`src/rtl/exec_stage.sv`:
```
// Y86-64 execute stage: ALU operand select, Kogge-Stone adder, condition evaluation,
// condition-code register and a one-entry registered output with valid/ready handshake.

module addition (
    input  logic [63:0] a,
    input  logic [63:0] b,
    input  logic        c0,
    output logic [63:0] sum
);
    function automatic logic [31:0] ksa32(input logic [31:0] x, input logic [31:0] y,
                                          input logic cin);
        logic [31:0] g, p, g_n, p_n, half, carry;
        g    = x & y;
        p    = x ^ y;
        half = p;
        for (int d = 1; d < 32; d = d * 2) begin
            g_n = g;
            p_n = p;
            for (int i = d; i < 32; i++) begin
                g_n[i] = g[i] | (p[i] & g[i-d]);
                p_n[i] = p[i] & p[i-d];
            end
            g = g_n;
            p = p_n;
        end
        carry = {g[30:0] | (p[30:0] & {31{cin}}), cin};
        return half ^ carry;
    endfunction

    logic [31:0] s_lo, s_hi;
    logic        c_lo;

    assign s_lo = ksa32(a[31:0], b[31:0], c0);
    // Carry out of the low half, recovered from its sum bit 31.
    assign c_lo = (a[31] & b[31]) | ((a[31] ^ b[31]) & ~s_lo[31]);
    assign s_hi = ksa32(a[63:32], b[63:32], c_lo);
    assign sum  = {s_hi, s_lo};
endmodule

module exec_stage #(
    parameter logic [2:0] CC_RST = 3'b100
) (
    input  logic        clk,
    input  logic        rst_n,
    input  logic        in_valid,
    output logic        in_ready,
    input  logic [3:0]  icode,
    input  logic [3:0]  ifun,
    input  logic [63:0] valA,
    input  logic [63:0] valB,
    input  logic [63:0] valC,
    input  logic        set_cc,
    output logic        out_valid,
    input  logic        out_ready,
    output logic [63:0] valE,
    output logic        cnd,
    output logic [2:0]  cc,
    output logic        halted,
    output logic        err
);
    logic        out_valid_q, cnd_q, err_q, halted_q;
    logic [63:0] vale_q;
    logic [2:0]  cc_q;

    logic [63:0] alu_a, alu_b, add_a, sum, vale_d;
    logic        is_op, is_cond, is_sub, invalid, accept, of_d, cnd_raw, cnd_d, cc_we;
    logic        zf, sf, of;

    assign is_op   = (icode == 4'h6);
    assign is_cond = (icode == 4'h2) || (icode == 4'h7);
    assign is_sub  = is_op && (ifun == 4'h1);
    assign invalid = (icode > 4'hB) || (is_op && ifun > 4'h3) || (is_cond && ifun > 4'h6);

    assign in_ready = !halted_q && (!out_valid_q || out_ready);
    assign accept   = in_valid && in_ready;
    assign cc_we    = accept && is_op && !invalid && set_cc;

    always_comb begin
        case (icode)
            4'h2, 4'h6:       alu_a = valA;
            4'h3, 4'h4, 4'h5: alu_a = valC;
            4'h8, 4'hA:       alu_a = 64'hFFFF_FFFF_FFFF_FFF8;
            4'h9, 4'hB:       alu_a = 64'd8;
            default:          alu_a = '0;
        endcase
        alu_b = (icode == 4'h2 || icode == 4'h3) ? '0 : valB;
    end

    // Subtraction reuses the adder as B + ~A + 1.
    assign add_a = is_sub ? ~alu_a : alu_a;

    addition u_add (
        .a  (add_a),
        .b  (alu_b),
        .c0 (is_sub),
        .sum(sum)
    );

    always_comb begin
        vale_d = sum;
        of_d   = 1'b0;
        if (is_op) begin
            case (ifun)
                4'h0:    of_d = (alu_a[63] == alu_b[63]) && (sum[63] != alu_a[63]);
                4'h1:    of_d = (alu_a[63] != alu_b[63]) && (sum[63] != alu_b[63]);
                4'h2:    vale_d = alu_b & alu_a;
                4'h3:    vale_d = alu_b ^ alu_a;
                default: vale_d = sum;
            endcase
        end
        if (invalid || icode == 4'h0) vale_d = '0;
    end

    assign zf = cc_q[2];
    assign sf = cc_q[1];
    assign of = cc_q[0];

    always_comb begin
        case (ifun)
            4'h0:    cnd_raw = 1'b1;
            4'h1:    cnd_raw = (sf ^ of) | zf;
            4'h2:    cnd_raw = sf ^ of;
            4'h3:    cnd_raw = zf;
            4'h4:    cnd_raw = !zf;
            4'h5:    cnd_raw = !(sf ^ of);
            4'h6:    cnd_raw = !(sf ^ of) && !zf;
            default: cnd_raw = 1'b0;
        endcase
        cnd_d = is_cond && !invalid && cnd_raw;
    end

    always_ff @(posedge clk or negedge rst_n) begin
        if (!rst_n) begin
            out_valid_q <= 1'b0;
            vale_q      <= '0;
            cnd_q       <= 1'b0;
            err_q       <= 1'b0;
            halted_q    <= 1'b0;
            cc_q        <= CC_RST;
        end else begin
            if (accept) begin
                out_valid_q <= 1'b1;
                vale_q      <= vale_d;
                cnd_q       <= cnd_d;
                err_q       <= invalid;
                if (invalid || icode == 4'h0) halted_q <= 1'b1;
                if (cc_we) cc_q <= {vale_d == 64'd0, vale_d[63], of_d};
            end else if (out_ready) begin
                out_valid_q <= 1'b0;
            end
        end
    end

    assign out_valid = out_valid_q;
    assign valE      = vale_q;
    assign cnd       = cnd_q;
    assign err       = err_q;
    assign halted    = halted_q;
    assign cc        = cc_q;
endmodule

```
`config.mk`:
```
export PLATFORM = sky130hd
export DESIGN_NAME = exec_stage
export DESIGN_NICKNAME = d
export VERILOG_FILES = /design/src/rtl/exec_stage.sv
export SDC_FILE = /design/constraint.sdc
export NUM_CORES = 1
export LEC_CHECK = 0
export CORE_UTILIZATION = 59
export CTS_CLUSTER_DIAMETER = 150
export DETAILED_ROUTE_END_ITERATION = 8
export DONT_BUFFER_PORTS = 1
export GPL_ROUTABILITY_DRIVEN = 0
export PLACE_DENSITY = 0.8
export SLEW_MARGIN = 5
export SYNTH_ARGS = -nofsm -noshare
export SYNTH_HDL_FRONTEND = slang
export SYNTH_SLANG_ARGS = --single-unit
```
`constraint.sdc`:
```
create_clock -name clk -period 2.7 [get_ports clk]
set_input_delay 0.54 -clock clk [delete_from_list [all_inputs] [get_ports clk]]
set_output_delay 0.54 -clock clk [all_outputs]
set_load 0.05 [all_outputs]
```
==> results_dict.tcl, run 1 <==
set metrics [dict create \
    die_height_um 136.0 \
    port_buffers 0 \
    synthArstFlopShare 1.000 \
    synth_area_leaders "dfrtp_1, ha_1, xnor2_1" \
    cts_root_buf "clkbuf_16" \
    rows 48 \
    yosysTopAreaCell "dfrtp_1" \
    grt_pass1_wl_mm 104.2 \
    clockBufferDepth 2 \
    placed_area_um2 14210 \
    ys_seq_area_frac 0.1677 \
    clock-sinks 71 \
    synth_edf_count 0 \
    yosysWarningCount 0 \
    grt_max_degree 71 \
    boundaryPins 277 \
    synth_cell_types 84 \
    outcome "aborted with a tool error" \
    syn-num-nets 1677 \
    synth_commonest_cells "nand2_1, ha_1, xnor2_1, a21oi_1, o21ai_0" \
    synth-main-ff-cell "dfrtp_1" \
    track_usage 0.7503 \
    netlist_instances 1340 \
    cts-htree-levels 3 \
    yosys.area.top_type_share 0.1653 \
    die_x_um 136.0 \
    tool.error "[ERROR GRT-0116] Global routing finished with congestion. Check the congestion regions in the DRC Viewer." \
    grt-ovfl-total 2 \
    yosys.cell_count.top_type "nand2_1" \
    stop_stage "5_1_grt" \
    ys_ff_latch 71 \
    hpwl_mm 37.78 \
    start_util 0.6085 \
    post_synth.cell_area_avg_um2 7.910 \
    cts_buffers 9 \
    syn-cell-area_um2 10600 \
    grt_pass1_vias 17110 \
]
layer usage:
layer / track usage / GRT overflow
met5: 0.2972 / 0
met4: 0.7389 / 1
met3: 0.6249 / 0
met2: 0.9007 / 1
met1: 0.7468 / 0
what timing repair did:
action                     CTS
setup endpoints to repair   65
hold endpoints to repair    70
hold buffers                 1
setup buffers               31
resized for setup          183
pin swaps                   66
cloned                       2
per-stage QoR:
step	cells	setup WS [ns]
after floorplan	1340	-3.131
after global placement	1918	-3.234
after detailed placement	1918	-3.449
after CTS	1964	-2.874
logic make-up after synthesis:
| group | Yosys count | share of synthesized area |
|---|---|---|
| AOI/OAI and AO/OA | 447 | 0.3054 |
| and+or+nand+nor | 426 | 0.1976 |
| xor gates and xnor gates | 116 | 0.09586 |
| adders and majority gates | 133 | 0.1582 |
| buffers and inverters | 114 | 0.04250 |
| DFF | 71 | 0.1677 |
| muxes | 33 | 0.03270 |
==> inputs of run 2 (changes only) <==
--- a/config.mk
+++ b/config.mk
@@ -5,12 +5,11 @@
 export SDC_FILE = /design/constraint.sdc
 export NUM_CORES = 1
 export LEC_CHECK = 0
-export CORE_UTILIZATION = 59
-export CTS_CLUSTER_DIAMETER = 150
+export CORE_UTILIZATION = 40
 export DETAILED_ROUTE_END_ITERATION = 8
 export DONT_BUFFER_PORTS = 1
 export GPL_ROUTABILITY_DRIVEN = 0
-export PLACE_DENSITY = 0.8
+export PLACE_DENSITY_LB_ADDON = 0.15
 export SLEW_MARGIN = 5
 export SYNTH_ARGS = -nofsm -noshare
 export SYNTH_HDL_FRONTEND = slang
==> run 2 against run 1 <==
The flow now finishes, with violations (negative setup slack). Synthesized area stayed put. Synthesized cell count stayed put.
==> results_dict.tcl, run 2 <==
set metrics [dict create \
    outcome "finished with violations" \
    violations "negative setup slack" \
    track_usage 0.3341 \
    cp.arrival_ns 6.04 \
    drt_iter0_markers 1173 \
    core_area_um2 26060 \
    drtAntennaViolNets 0 \
    clk_latency_ns 0.34 \
    syn-cell-area_um2 10600 \
    grt-ovfl-total 0 \
    fin_crit_ns 5.788 \
    syn-num-nets 1677 \
    port_buffers 0 \
    rsz0062_at_grt "true" \
    worstSetupPathType "primary input to register" \
    nets 2111 \
    yosysWarningCount 0 \
    tritoncts "built" \
    firstDrtPassIters 5 \
    setup_tns_ns -101.84 \
    cpLargestDelayFamily "compound AO/OA/AOI/OAI gates" \
    drv_slew 0 \
    final_area_um2 16770 \
    tightest_slew_ns 1.179 \
    cts-htree-levels 3 \
    yosys.area.top_type_share 0.1653 \
    drv_cap 0 \
    die_height_um 164.8 \
    drive_above_1_share 0.4398 \
    timing.final.crit_share 2.144 \
    post_synth.cell_area_avg_um2 7.910 \
    min_path_type "primary input to asynchronous set/reset pin" \
    start_util 0.4067 \
    synth_cell_types 84 \
    path_depth 30 \
    critPathSlowestCell "a2111o_1" \
    netlist_instances 1340 \
    boundaryPins 277 \
    rows 59 \
    p_switching_w 0.004835 \
    ys_seq_area_frac 0.1677 \
    synth-main-ff-cell "dfrtp_1" \
    cts_root_buf "clkbuf_16" \
    power.internal_w 0.004662 \
    cp_common_cell "a21oi_2" \
    syn_to_final_growth_pct 58.20 \
    fmax_mhz 172.8 \
    final.setup_skew_ns 0.004928 \
    synth_commonest_cells "nand2_1, ha_1, xnor2_1, a21oi_1, o21ai_0" \
    antenna_found_initial 3 \
    vias 12770 \
    synth_area_leaders "dfrtp_1, ha_1, xnor2_1" \
    clockBufferDepth 2 \
    power_frac_comb 0.518 \
    synthArstFlopShare 1.000 \
    cts_buffers 9 \
    grt_pass1_wl_mm 68.77 \
    power_frac_seq 0.358 \
    power_density_nw_per_um2 566.4 \
    wirelength_mm 47.38 \
    viasPerCell 6.034 \
    placed_area_um2 14560 \
    clock-sinks 71 \
    worst_slack_ns -3.088 \
    grt_max_degree 73 \
    swShare 0.5091 \
    die_area_um2 27150 \
    cts.clk_slew.worst_paths_ns 0.05 \
    routedWlPerCell_um 22.39 \
    hpwl_mm 37.29 \
    mostFrequentLayoutCells "buf_4, nand2_1, ha_1" \
    largest_register_ffs 64 \
    p_leak_nw 7.745 \
    setup_viol 63 \
    reg2reg_depth 10 \
    power_w 0.009497 \
    path_buf_inv 3 \
    ys_ff_latch 71 \
    cp-start-kind "primary input" \
    synth_edf_count 0 \
    yosys.cell_count.top_type "nand2_1" \
    yosysTopAreaCell "dfrtp_1" \
    final_common_cell "buf_4" \
    clkPwrFrac 0.124 \
    peakVddDrop_mv 0.8066 \
    critical_path_required_ns 2.95 \
    drc_errors 0 \
    hold_violations 0 \
    slew_headroom 0.2130 \
    path_max_fanout 11 \
    die_x_um 164.8 \
    slowest_delay_ns 0.41 \
    cp-end-kind "register" \
    fillers 2143 \
    grt_pass1_vias 11790 \
]
-- run 2: cell counts after synthesis --
No cell type changed its count.
-- run 2: logic make-up after synthesis --
| kind of cell | count (synthesis) | synth area share |
|---|---|---|
| xor+xnor | 116 | 0.09586 |
| fa+ha+maj | 133 | 0.1582 |
| simple gates | 426 | 0.1976 |
| mux | 33 | 0.03270 |
| compound gates | 447 | 0.3054 |
| flops | 71 | 0.1677 |
| buf+inv | 114 | 0.04250 |
-- run 2: final timing paths --
kind                                start        end  slack [ns]
worst max register to register     halted      cc[2]        0.13
worst min register to register      cc[2]      cc[2]        0.67
max in group asynchronous           rst_n   valE[52]        2.33
min in group clk                out_ready  out_valid        0.40
worst min-delay path                rst_n      cc[2]        0.05
worst max-delay path             icode[0]      cc[2]       -3.09
-- run 2: stage by stage --
step,hold slack (ns),worst slack (ns),utilization,std cells
after floorplan,0.2444,-3.131,-,1340
after global placement,0.2457,-3.344,0.5588,2048
after detailed placement,0.2456,-3.534,0.5588,2048
after CTS,0.03967,-2.926,0.6132,2089
after global routing,0.03729,-3.411,0.6434,2116
final,0.04545,-3.088,0.6434,2116
-- run 2: what timing repair did --
item / 4_1_cts / 5_1_grt
setup endpoints to repair: 64 / 64
pin swaps: 94 / 134
hold buffers: 1 / 0
hold endpoints to repair: 70 / 0
gates cloned: 2 / 0
buffers inserted: 32 / 43
resized for setup: 193 / 130
-- run 2: layer usage --
layer  vias to the layer above  track usage  routed length, um
li1                       5927            -                  -
met1                      6051       0.4655              20270
met2                       676       0.5074              20620
met3                       113      0.05676               4513
met4                         0       0.1343               1979
met5                         -            0                  0
-- run 2: layout make-up --
| class | count | area [um^2] | area share |
|---|---|---|---|
| multi-input combinational | 1156 | 9965 | 0.5943 |
| timing repair buffer | 518 | 4233 | 0.2524 |
| sequential | 71 | 1778 | 0.1060 |
| tap | 335 | 419.2 | 0.02500 |
| clock buffer | 11 | 252.7 | 0.01507 |
| inverter | 18 | 67.56 | 0.004030 |
| clock inverter | 4 | 45.04 | 0.002686 |
| antenna | 3 | 7.507 | 0.0004477 |
-- run 2: power groups by stage --
stage          logic, W  clock network [W]  registers (W)
2_1_floorplan   0.00216                  0        0.00333
5_1_grt         0.00522            0.00123        0.00348
4_1_cts         0.00443            0.00119        0.00341
3_5_place_dp    0.00391                  0        0.00343
3_3_place_gp    0.00386                  0        0.00341
6_report        0.00492            0.00118        0.00340
No activity file was read; power rests on OpenSTA's default activity.
==> inputs of run 3 (changes only) <==
--- a/config.mk
+++ b/config.mk
@@ -10,7 +10,7 @@
 export DONT_BUFFER_PORTS = 1
 export GPL_ROUTABILITY_DRIVEN = 0
 export PLACE_DENSITY_LB_ADDON = 0.15
-export SLEW_MARGIN = 5
+export SLEW_MARGIN = 20
 export SYNTH_ARGS = -nofsm -noshare
 export SYNTH_HDL_FRONTEND = slang
 export SYNTH_SLANG_ARGS = --single-unit
==> results of run 3 <==
Same layout as run 2: the final DEF is identical, and so are final timing and power.
==> inputs of run 4 (changes only) <==
--- a/config.mk
+++ b/config.mk
@@ -9,7 +9,7 @@
 export DETAILED_ROUTE_END_ITERATION = 8
 export DONT_BUFFER_PORTS = 1
 export GPL_ROUTABILITY_DRIVEN = 0
-export PLACE_DENSITY_LB_ADDON = 0.15
+export MAX_ROUTING_LAYER = met4
 export SLEW_MARGIN = 20
 export SYNTH_ARGS = -nofsm -noshare
 export SYNTH_HDL_FRONTEND = slang
==> run 4 against run 3 <==
The flow still finishes with violations (negative setup slack). First-iteration DRC count grew 10%. Worst setup slack gained 0.089 ns. Clock power rose by 6%. Combinational power increased by 6.7%. Sequential share of layout area decreased by 0.35 points. Sequential power about the same. Worst hold slack better by 0.0048 ns. Clock skew shrank 0.0019 ns. Routed wire length is 6.2% higher. Register-to-register slack gained 0.17 ns. Critical endpoint unchanged. Non-clock buffer count up 35. Count of clock-buffer cells in the layout grew 3.
==> results_dict.tcl, run 4 (synthesis gave the netlist of run 2 again) <==
set metrics [dict create \
    final.setup_skew_ns 0.003037 \
    critPathSlowestCell "fa_2" \
    largest_register_ffs 64 \
    start_util 0.4067 \
    hold_violations 0 \
    cp-start-kind "primary input" \
    clk_latency_ns 0.33 \
    peakVddDrop_mv 1.029 \
    cpLargestDelayFamily "compound AO/OA/AOI/OAI gates" \
    grt_pass1_wl_mm 70.52 \
    clockBufferDepth 2 \
    nets 2146 \
    drv_cap 0 \
    slew_headroom 0.5146 \
    cp-end-kind "register" \
    violations "negative setup slack" \
    cp.arrival_ns 5.94 \
    firstDrtPassIters 5 \
    hpwl_mm 37.15 \
    track_usage 0.3526 \
    tritoncts "built" \
    wirelength_mm 50.34 \
    tightest_slew_ns 0.7281 \
    fmax_mhz 175.5 \
    whs_ns 0.05020 \
    die_area_um2 27150 \
    cts_buffers 9 \
    port_buffers 0 \
    drv_slew 0 \
    cts_root_buf "clkbuf_16" \
    clock-sinks 71 \
    path_max_fanout 11 \
    timing.final.crit_share 2.111 \
    r2r-start "out_valid" \
    worstSetupPathType "primary input to register" \
    critical_path_required_ns 2.94 \
    boundaryPins 277 \
    vias 13380 \
    p_leak_nw 7.995 \
    startpoint "icode[0]" \
    path_buf_inv 2 \
    drive_above_1_share 0.4680 \
    cts.clk_slew.worst_paths_ns 0.05 \
    grt_max_degree 71 \
    viasPerCell 6.210 \
    cts-htree-levels 3 \
    cp_common_cell "nand4_1" \
    dpl.cell_count 2059 \
    final_common_cell "buf_4" \
    antenna_found_initial 6 \
    place_ws_ns -3.481 \
    stdcell_count 2155 \
    mostFrequentLayoutCells "buf_4, nand2_1, ha_1" \
    die_x_um 164.8 \
    drc_errors 0 \
    drtAntennaViolNets 0 \
    fin_crit_ns 5.699 \
    worst_slack_ns -2.999 \
    rows 59 \
    core_area_um2 26060 \
    die_height_um 164.8 \
    power_density_nw_per_um2 572.2 \
    setup_viol 64 \
    slowest_delay_ns 0.46 \
    grt-ovfl-total 0 \
    grt_pass1_vias 12590 \
    outcome "finished with violations" \
    rsz0062_at_grt "true" \
    min_path_type "primary input to asynchronous set/reset pin" \
    syn_to_final_growth_pct 63.64 \
    routedWlPerCell_um 23.36 \
    drt_iter0_markers 1290 \
]
run 4: worst register-to-register path: stages, from the launching register on:
cell      delay [ns]
dfrtp_1         0.37
a21oi_1         0.17
and2_1          0.21
nand3_1         0.19
nor3_1          0.24
nand4_1         0.15
a311oi_1        0.25
nand4_1         0.17
nor4_2          0.20
nand4_1         0.15
o31ai_2         0.21
run 4: per-layer routing:
metal	GRT usage	wire length (um)	vias up
met4	0.1701	3089	0
met2	0.5369	22210	842
met1	0.4423	19630	6332
met5	-	0	-
met3	0.07383	5404	219
li1	-	-	5990
run 4: per-stage QoR:
stage	total power (W)	area, um^2	utilization	TNS [ns]
floorplan	0.005486	10940	-	-98.69
global placement	0.007272	14580	0.5596	-121.06
detailed placement	0.007365	14580	0.5596	-129.46
CTS	0.009235	16340	0.6271	-98.23
global route	0.01035	17340	0.6656	-111.07
finish	0.009924	17340	0.6656	-102.26
run 4: repair_timing:
item | 4_1_cts | 5_1_grt
pin swaps | 108 | 108
cloned | 2 | 0
buffers inserted | 50 | 55
setup endpoints to repair | 65 | 65
hold buffers | 1 | 0
endpoints found under the hold margin | 70 | 0
resized for setup | 227 | 179
run 4: path summary, 6_finish.rpt:
path / endpoint / slack, ns / cells past startpoint
max in group asynchronous: valE[51] / 2.33 / 1
hold / removal: cc[2] / 0.05 / 0
setup / recovery: cc[2] / -3.00 / 27
hold reg to reg: cc[2] / 0.67 / 2
min in group clk: out_valid / 0.41 / 2
setup reg to reg: cc[2] / 0.30 / 10
run 4: cell type report:
class                      count  area [um^2]
antenna                        6        15.01
clock buffer                  14        294.0
clock inverter                 2        35.03
fill                        1960         8715
inverter                      18        67.56
multi-input combinational   1156        10200
sequential                    71         1778
tap                          335        419.2
timing repair buffer         553         4531
run 4: power by group:
| group | internal, W | total, W | leakage [nW] | switching (W) |
|---|---|---|---|---|
| registers | 0.00148 | 0.00342 | 0.903 | 0.00194 |
| clock network | 0.000839 | 0.00125 | 0.165 | 0.000416 |
| logic | 0.00260 | 0.00525 | 6.93 | 0.00265 |
